`src/rtl/bchecc_enc_par.sv`:
```
// Multi-bit-per-cycle BCH parity encoder: DW unrolled LFSR division steps per
// accepted message word, then the ECC_W-bit remainder is streamed out DW bits at a time.
module bchecc_enc_par #(
    parameter int unsigned ECC_W = 195,
    parameter int unsigned DW    = 8,
    parameter int unsigned LEN_W = 16
) (
    input  logic             clk,
    input  logic             rst,
    input  logic             start_i,
    input  logic [LEN_W-1:0] msg_len_i,
    input  logic [ECC_W-1:0] gen_poly_i,
    input  logic [DW-1:0]    data_i,
    input  logic             data_vld_i,
    output logic             data_rdy_o,
    output logic [DW-1:0]    ecc_o,
    output logic             ecc_vld_o,
    input  logic             ecc_rdy_i,
    output logic             ecc_last_o,
    output logic             busy_o,
    output logic             done_o
);

    localparam int unsigned NW  = (ECC_W + DW - 1) / DW;
    localparam int unsigned PCW = $clog2(NW + 1);

    typedef enum logic [1:0] {StIdle, StData, StParity, StDone} state_e;

    state_e           state;
    logic [ECC_W-1:0] gen;
    logic [ECC_W-1:0] rem;
    logic [ECC_W-1:0] rem_step;
    logic [LEN_W-1:0] word_cnt;
    logic [PCW-1:0]   par_cnt;
    logic             data_xfer;
    logic             ecc_xfer;

    assign data_xfer = data_vld_i & data_rdy_o;
    assign ecc_xfer  = ecc_vld_o & ecc_rdy_i;
    assign ecc_o     = ecc_vld_o ? rem[DW-1:0] : '0;

    // DW chained single-bit division steps, data_i[0] first.
    always_comb begin
        rem_step = rem;
        for (int unsigned i = 0; i < DW; i++) begin
            rem_step = ({ECC_W{data_i[i] ^ rem_step[0]}} & gen) ^ (rem_step >> 1);
        end
    end

    always_ff @(posedge clk) begin
        if (rst) begin
            state      <= StIdle;
            gen        <= '0;
            rem        <= '0;
            word_cnt   <= '0;
            par_cnt    <= '0;
            data_rdy_o <= 1'b0;
            ecc_vld_o  <= 1'b0;
            ecc_last_o <= 1'b0;
            busy_o     <= 1'b0;
            done_o     <= 1'b0;
        end else begin
            unique case (state)
                StIdle: begin
                    if (start_i) begin
                        gen      <= gen_poly_i;
                        rem      <= '0;
                        word_cnt <= msg_len_i;
                        par_cnt  <= '0;
                        busy_o   <= 1'b1;
                        if (msg_len_i != '0) begin
                            state      <= StData;
                            data_rdy_o <= 1'b1;
                        end else begin
                            state      <= StParity;
                            ecc_vld_o  <= 1'b1;
                            ecc_last_o <= (NW == 1);
                        end
                    end
                end
                StData: begin
                    if (data_xfer) begin
                        rem      <= rem_step;
                        word_cnt <= word_cnt - LEN_W'(1);
                        if (word_cnt == LEN_W'(1)) begin
                            state      <= StParity;
                            data_rdy_o <= 1'b0;
                            ecc_vld_o  <= 1'b1;
                            ecc_last_o <= (NW == 1);
                        end
                    end
                end
                StParity: begin
                    if (ecc_xfer) begin
                        // Zero fill leaves rem cleared once all NW words have gone out.
                        rem        <= rem >> DW;
                        par_cnt    <= par_cnt + PCW'(1);
                        ecc_last_o <= (par_cnt == PCW'(NW - 2));
                        if (ecc_last_o) begin
                            state      <= StDone;
                            ecc_vld_o  <= 1'b0;
                            ecc_last_o <= 1'b0;
                            done_o     <= 1'b1;
                        end
                    end
                end
                StDone: begin
                    state  <= StIdle;
                    done_o <= 1'b0;
                    busy_o <= 1'b0;
                end
                default: state <= StIdle;
            endcase
        end
    end

endmodule

```
`config.mk`:
```
export PLATFORM = sky130hd
export DESIGN_NAME = bchecc_enc_par
export DESIGN_NICKNAME = d
export VERILOG_FILES = /design/src/rtl/bchecc_enc_par.sv
export SDC_FILE = /design/constraint.sdc
export NUM_CORES = 2
export LEC_CHECK = 0
export ABC_AREA = 1
export CAP_MARGIN = 15
export CELL_PAD_IN_SITES_DETAIL_PLACEMENT = 1
export CELL_PAD_IN_SITES_GLOBAL_PLACEMENT = 1
export CORE_ASPECT_RATIO = 0.5
export CORE_MARGIN = 2
export CORE_UTILIZATION = 35
export CTS_CLUSTER_SIZE = 12
export DETAILED_ROUTE_END_ITERATION = 12
export PLACE_DENSITY = 0.7
export SLEW_MARGIN = 20
export SYNTH_ARGS = -nofsm -noshare
export SYNTH_HDL_FRONTEND = slang
export SYNTH_SLANG_ARGS = --single-unit
```
`constraint.sdc`:
```
create_clock -name clk -period 4.42 [get_ports clk]
set_input_delay 0.884 -clock clk [delete_from_list [all_inputs] [get_ports clk]]
set_output_delay 0.884 -clock clk [all_outputs]
set_load 0.02 [all_outputs]
```
## Word-level counts from Yosys, hierarchy flattened

Index checks and enable logic that the tools add are counted.

| word-level totals | value |
|---|---|
| logic and storage cells | 107 |
| output and inout bits | 13 |
| input bits | 224 |
| register bits after elaboration | 418 |

| operators by class | value |
|---|---|
| reductions and logical operators | 17 |
| equal/unequal tests | 12 |
| add/subtract/negate cells | 2 |
| bitwise logic cells | 26 |
| multiplexer cells | 40 |

Operators by type and width:

| operator | number |
|---|---|
| 195-bit AND | 8 |
| 195-bit by 194-bit XOR with 195-bit output | 8 |
| 195-bit 2-to-1 mux | 3 |
| 195-bit one-hot mux with 3 select lines | 1 |
| 16-bit 2-to-1 mux | 2 |
| 16-bit one-hot mux with 2 select lines | 1 |
| 1-bit 2-to-1 mux | 17 |
| 16-bit by 1-bit == test with 1-bit output (second input constant) | 1 |
| 16-bit nonzero test | 1 |
| 16-bit by 1-bit subtractor with 16-bit output (second input constant) | 1 |
| 2-bit != test (second input constant) | 7 |
| 2-bit 2-to-1 mux | 6 |
| 5-bit 2-to-1 mux | 2 |
| 5-bit one-hot mux with 2 select lines | 1 |
| 5-bit AND reduction | 2 |
| 3-bit AND reduction | 3 |
| 8-bit 2-to-1 mux | 1 |
| 2-bit one-hot mux with 4 select lines | 1 |
| 2-bit nonzero test | 4 |
| 1-bit XOR | 8 |
| 7-bit AND reduction | 1 |
| 1-bit one-hot mux with 2 select lines | 3 |
| 1-bit one-hot mux with 3 select lines | 2 |
| 6-bit AND reduction | 1 |
| other kinds (9) | 12 |

## Longest topological paths before layout

| depth | value |
|---|---|
| depth after elaboration | 26 |
| gate-level depth with buffers | 31 |
| mapped depth without buffers | 29 |

## Worst setup path after synthesis

OpenSTA, ideal clock, no wires.

| path | value |
|---|---|
| path type | input to register |
| start | input port data_i[0] |
| end | register rem[166] |
| arrival | 3.515 ns |
| stages on the path | 28 |
| path buffers | 2 |
| setup time | 0.132 ns |
| slack | 0.773 ns |
| data required time | 4.288 ns |
| cells stage by stage | inv_1 nand2_1 nand2_2 nand3_2 nand2_2 nand2_1 nand2_2 nand3_1 nand2_1 inv_2 nor2_4 nand3_2 nand3_2 inv_2 nand2_2 nand3_4 nand2_4 nand3_4 nand2_4 inv_2 nor2_4 buf_4 buf_2 nand3_1 nand3_1 nand2_1 nand2_1 a21oi_1 |

| between the ends | value |
|---|---|
| word-level cells in the longest chain between the ends | 26 |

RTL lines:

| element | RTL line | text |
|---|---|---|
| from (decl) | 13 | `input logic [DW-1:0] data_i,` |
| 1-bit XOR * | 46 | `rem_step = ({ECC_W{data_i[i] ^ rem_step[0]}} & gen) ^ (rem_step >> 1);` |
| 195-bit AND * | 46 |  |
| 195-bit by 194-bit XOR with 195-bit output * | 46 |  |
| 1-bit XOR | 46 |  |
| 195-bit AND | 46 |  |
| 195-bit by 194-bit XOR with 195-bit output * | 46 |  |
| 1-bit XOR | 46 |  |
| 195-bit AND | 46 |  |
| (+10 left out) | n/a |  |
| 1-bit XOR | 46 |  |
| 195-bit AND | 46 |  |
| 195-bit by 194-bit XOR with 195-bit output * | 46 |  |
| 1-bit XOR | 46 |  |
| 195-bit AND | 46 |  |
| 195-bit by 194-bit XOR with 195-bit output * | 46 |  |
| 195-bit 2-to-1 mux * | 82 | `if (data_xfer) begin` |
| 195-bit one-hot mux with 3 select lines * | 63 | `unique case (state)` |
| to (signal assigned) | 83 | `rem <= rem_step;` |
| to (signal assigned) | 96 | `rem <= rem >> DW;` |
| to (decl) | 31 | `logic [ECC_W-1:0] rem;` |

Mark *: on every way between the ends. The rest lies on a longest branch, timed or not. The select of a mux whose other input is x is not followed.
A chain may end at the register's enable or synchronous reset.

## Final worst setup path

| path | value |
|---|---|
| start | input port data_i[0] |
| end | register rem[144] |

Same word-level chain as after synthesis.

==> run_results.csv <==
group,metric,value,unit
sta,fin_crit_sh,95.7,%
placement,routabilityCongestion,0.827,
die,die_width,521,um
clock_tree,cts-root-buf,"clkbuf_16",
synthesis,avgSynthCellArea,5.61,um2
placement,place_ws,-510,ps
worst_setup_path,cp_max_fo,19,
grt,grt.overflow.total,0,
synthesis,yosysWarnings,0,
power,p_total,0.0507,W
clock_tree,cts_tree,"built",
route,routed_wl,187,mm
sta,relSlewSlack,28.1,%
synthesis,async_reset_ff_share,0,%
sta,hold_violations,0,
sta,setup_ws,192,ps
power,power.leakage,21.6,nW
status,status,"completed",
route,vias,52600,
layout,drive_gt1_share,5.30,%
synthesis,synth_cells,8329,
sta,setup_viol,0,
placement,dpl.hpwl,130,mm
grt,grt_usage,26.8,%
sta,fin_skew,24.9,ps
synthesis,synth_area,46800,um2
grt,antenna_found_initial,4,
route,drt-pass1-iter-count,6,
placement,portBuffers,236,
hold_path,hp-class,"register to register",
die,num_rows,94,
grt,grt_pass1_vias,54000,
flow_run,cap_viol_max_count,0,
sta,fmax,0.237,GHz
power,pwr_density_cell,944,nW/um2
clock_tree,cts_hold_buf,0,
worst_setup_path,cp_common_cell,"nand2_1",
clock_tree,cts-buffers-inserted,50,
worst_setup_path,endpoint_kind,"register",
clock_tree,htree_levels,2,
sta,layout_min_cycle_time,4230,ps
layout,final_core_util,40.6,%
die,dieArea,137000,um2
clock_tree,cts_buffer_depth,3,
die,die_h,262,um
sta,worstMarginPinSlew,1080,ps
synthesis,ys_ff_latch,418,
grt,grt_max_degree,134,
route,drt-initial-drc-count,3230,
route,wl_per_cell,18.6,um
die,initial_core_util,35.4,%
synthesis,synth-edff-count,0,
worst_setup_path,critPathRequiredTime,4990,ps
power,ir_drop,0.535,mV
layout,final_common_cell,"nand2_1",
route,viasPerCell,5.23,
synthesis,synth_nets,8561,
synthesis,synth_flop_cell,"dfxtp_1",
worst_setup_path,critPathKind,"primary input to register",
sta,fin_setup_tns,0,ps
worst_setup_path,cp_slowest_cell,"clkdlybuf4s50_1",
die,coreArea,132000,um2
clock_tree,path_clk_slew,60,ps
route,post-route-drc-count,0,
sta,drv_slew,0,
layout,area_growth,14.8,%
die,pin_count,237,
synthesis,synthDistinctLibCells,44,
layout,fin_nets,8458,
worst_setup_path,cpPeakStageDelay,450,ps
clock_tree,cts_sinks,418,
clock_tree,insertion_delay,670,ps
synthesis,yosysSeqAreaShare,17.9,%
grt,grt_first_pass_wirelength,301,mm
worst_setup_path,worst_setup_path_start_kind,"primary input",
layout,final_cell_mix,"3129 x nand2_1, 1157 x nand3_1, 962 x xnor2_1, 623 x nor2_1, 421 x a21oi_1",
worst_setup_path,cp.arrival,4800,ps
sta,hold_slack,467,ps
route,ant_nets,0,
## kinds of logic after synthesis
family          after synthesis  synth area share [%]
fa+ha+maj                     8                 0.214
compound gates              665                  7.22
flops                       418                  17.9
xor+xnor                   1164                  21.8
simple gates               4960                  43.3
buf+inv                    1114                  9.53
## cells in the mapped netlist, types with 9 or more instances
cell | number | share of area (%)
nand2_1 | 3134 | 25
nand3_1 | 1159 | 12
xnor2_1 | 962 | 18
nor2_1 | 624 | 5.0
a21oi_1 | 421 | 4.5
dfxtp_1 | 418 | 18
clkbuf_1 | 407 | 3.3
inv_1 | 407 | 3.3
o21ai_0 | 223 | 2.4
xor2_1 | 201 | 3.8
buf_2 | 191 | 2.0
inv_2 | 50 | 0.40
buf_1 | 47 | 0.38
nor3_1 | 10 | 0.11
nand2_2 | 9 | 0.12
## per-layer routing
layer | GRT usage [%] | vias to the layer above | wire length (um)
li1 | - | 25700 | -
met1 | 35.5 | 25600 | 87200
met2 | 46.2 | 984 | 87900
met3 | 2.48 | 245 | 7090
met4 | 7.34 | 0 | 4750
met5 | 0 | - | 0
## worst paths after layout
check        slack [ps]                startpoint                  endpoint  cells past startpoint
max                 190                 data_i[0]     rem[144]$_SDFFE_PP0P_                     30
min                 470  word_cnt[3]$_SDFFE_PP0P_  word_cnt[3]$_SDFFE_PP0P_                      2
max reg2reg         300       rem[0]$_SDFFE_PP0P_     rem[144]$_SDFFE_PP0P_                     28
min reg2reg         470  word_cnt[3]$_SDFFE_PP0P_  word_cnt[3]$_SDFFE_PP0P_                      2
## per-stage QoR
step	cells	instance area, um2
final	10000	53700
after CTS	10000	53600
after detailed placement	9949	51800
after global placement	9949	51800
after global routing	10000	53700
after floorplan	8329	46800
## sequential cells by signal, summed over array words and instances (netlist names)
| signal | cells |
|---|---|
| gen | 195 |
| rem | 195 |
| word_cnt | 16 |
| par_cnt | 5 |
| state | 2 |
| busy_o | 1 |
| data_rdy_o | 1 |
| done_o | 1 |
| ecc_last_o | 1 |
| ecc_vld_o | 1 |
## worst max-delay path, delay by kind of cell
family,cells,cell delay [ps]
AO/OA/AOI/OAI,1,150
XOR/XNOR,1,240
buffers and inverters,8,1280
AND/OR/NAND/NOR,20,2200
## area by class of cell
| cell class | instances | area [um2] |
|---|---|---|
| fillers | 17900 | 78400 |
| multi-input cells | 6797 | 34100 |
| flip-flops and latches | 418 | 8370 |
| repair buffers | 499 | 5430 |
| well taps | 1776 | 2220 |
| inverters | 460 | 1740 |
| clock buffers | 71 | 1530 |
| clock inverters | 21 | 292 |
| diodes | 3 | 7.51 |
## repair_timing
action / 4_1_cts / 5_1_grt
endpoints found under the setup margin: 0 / 112
setup buffers: 0 / 1
resized for setup: 0 / 8
## report_power, final
group | internal, W | switching (W) | total (W)
combinational | 0.0148 | 0.0246 | 0.0394
sequential | 0.00455 | 0.00183 | 0.00638
clock | 0.00282 | 0.00206 | 0.00488
total | 0.0222 | 0.0285 | 0.0507
No activity file was read; power rests on OpenSTA's default activity.
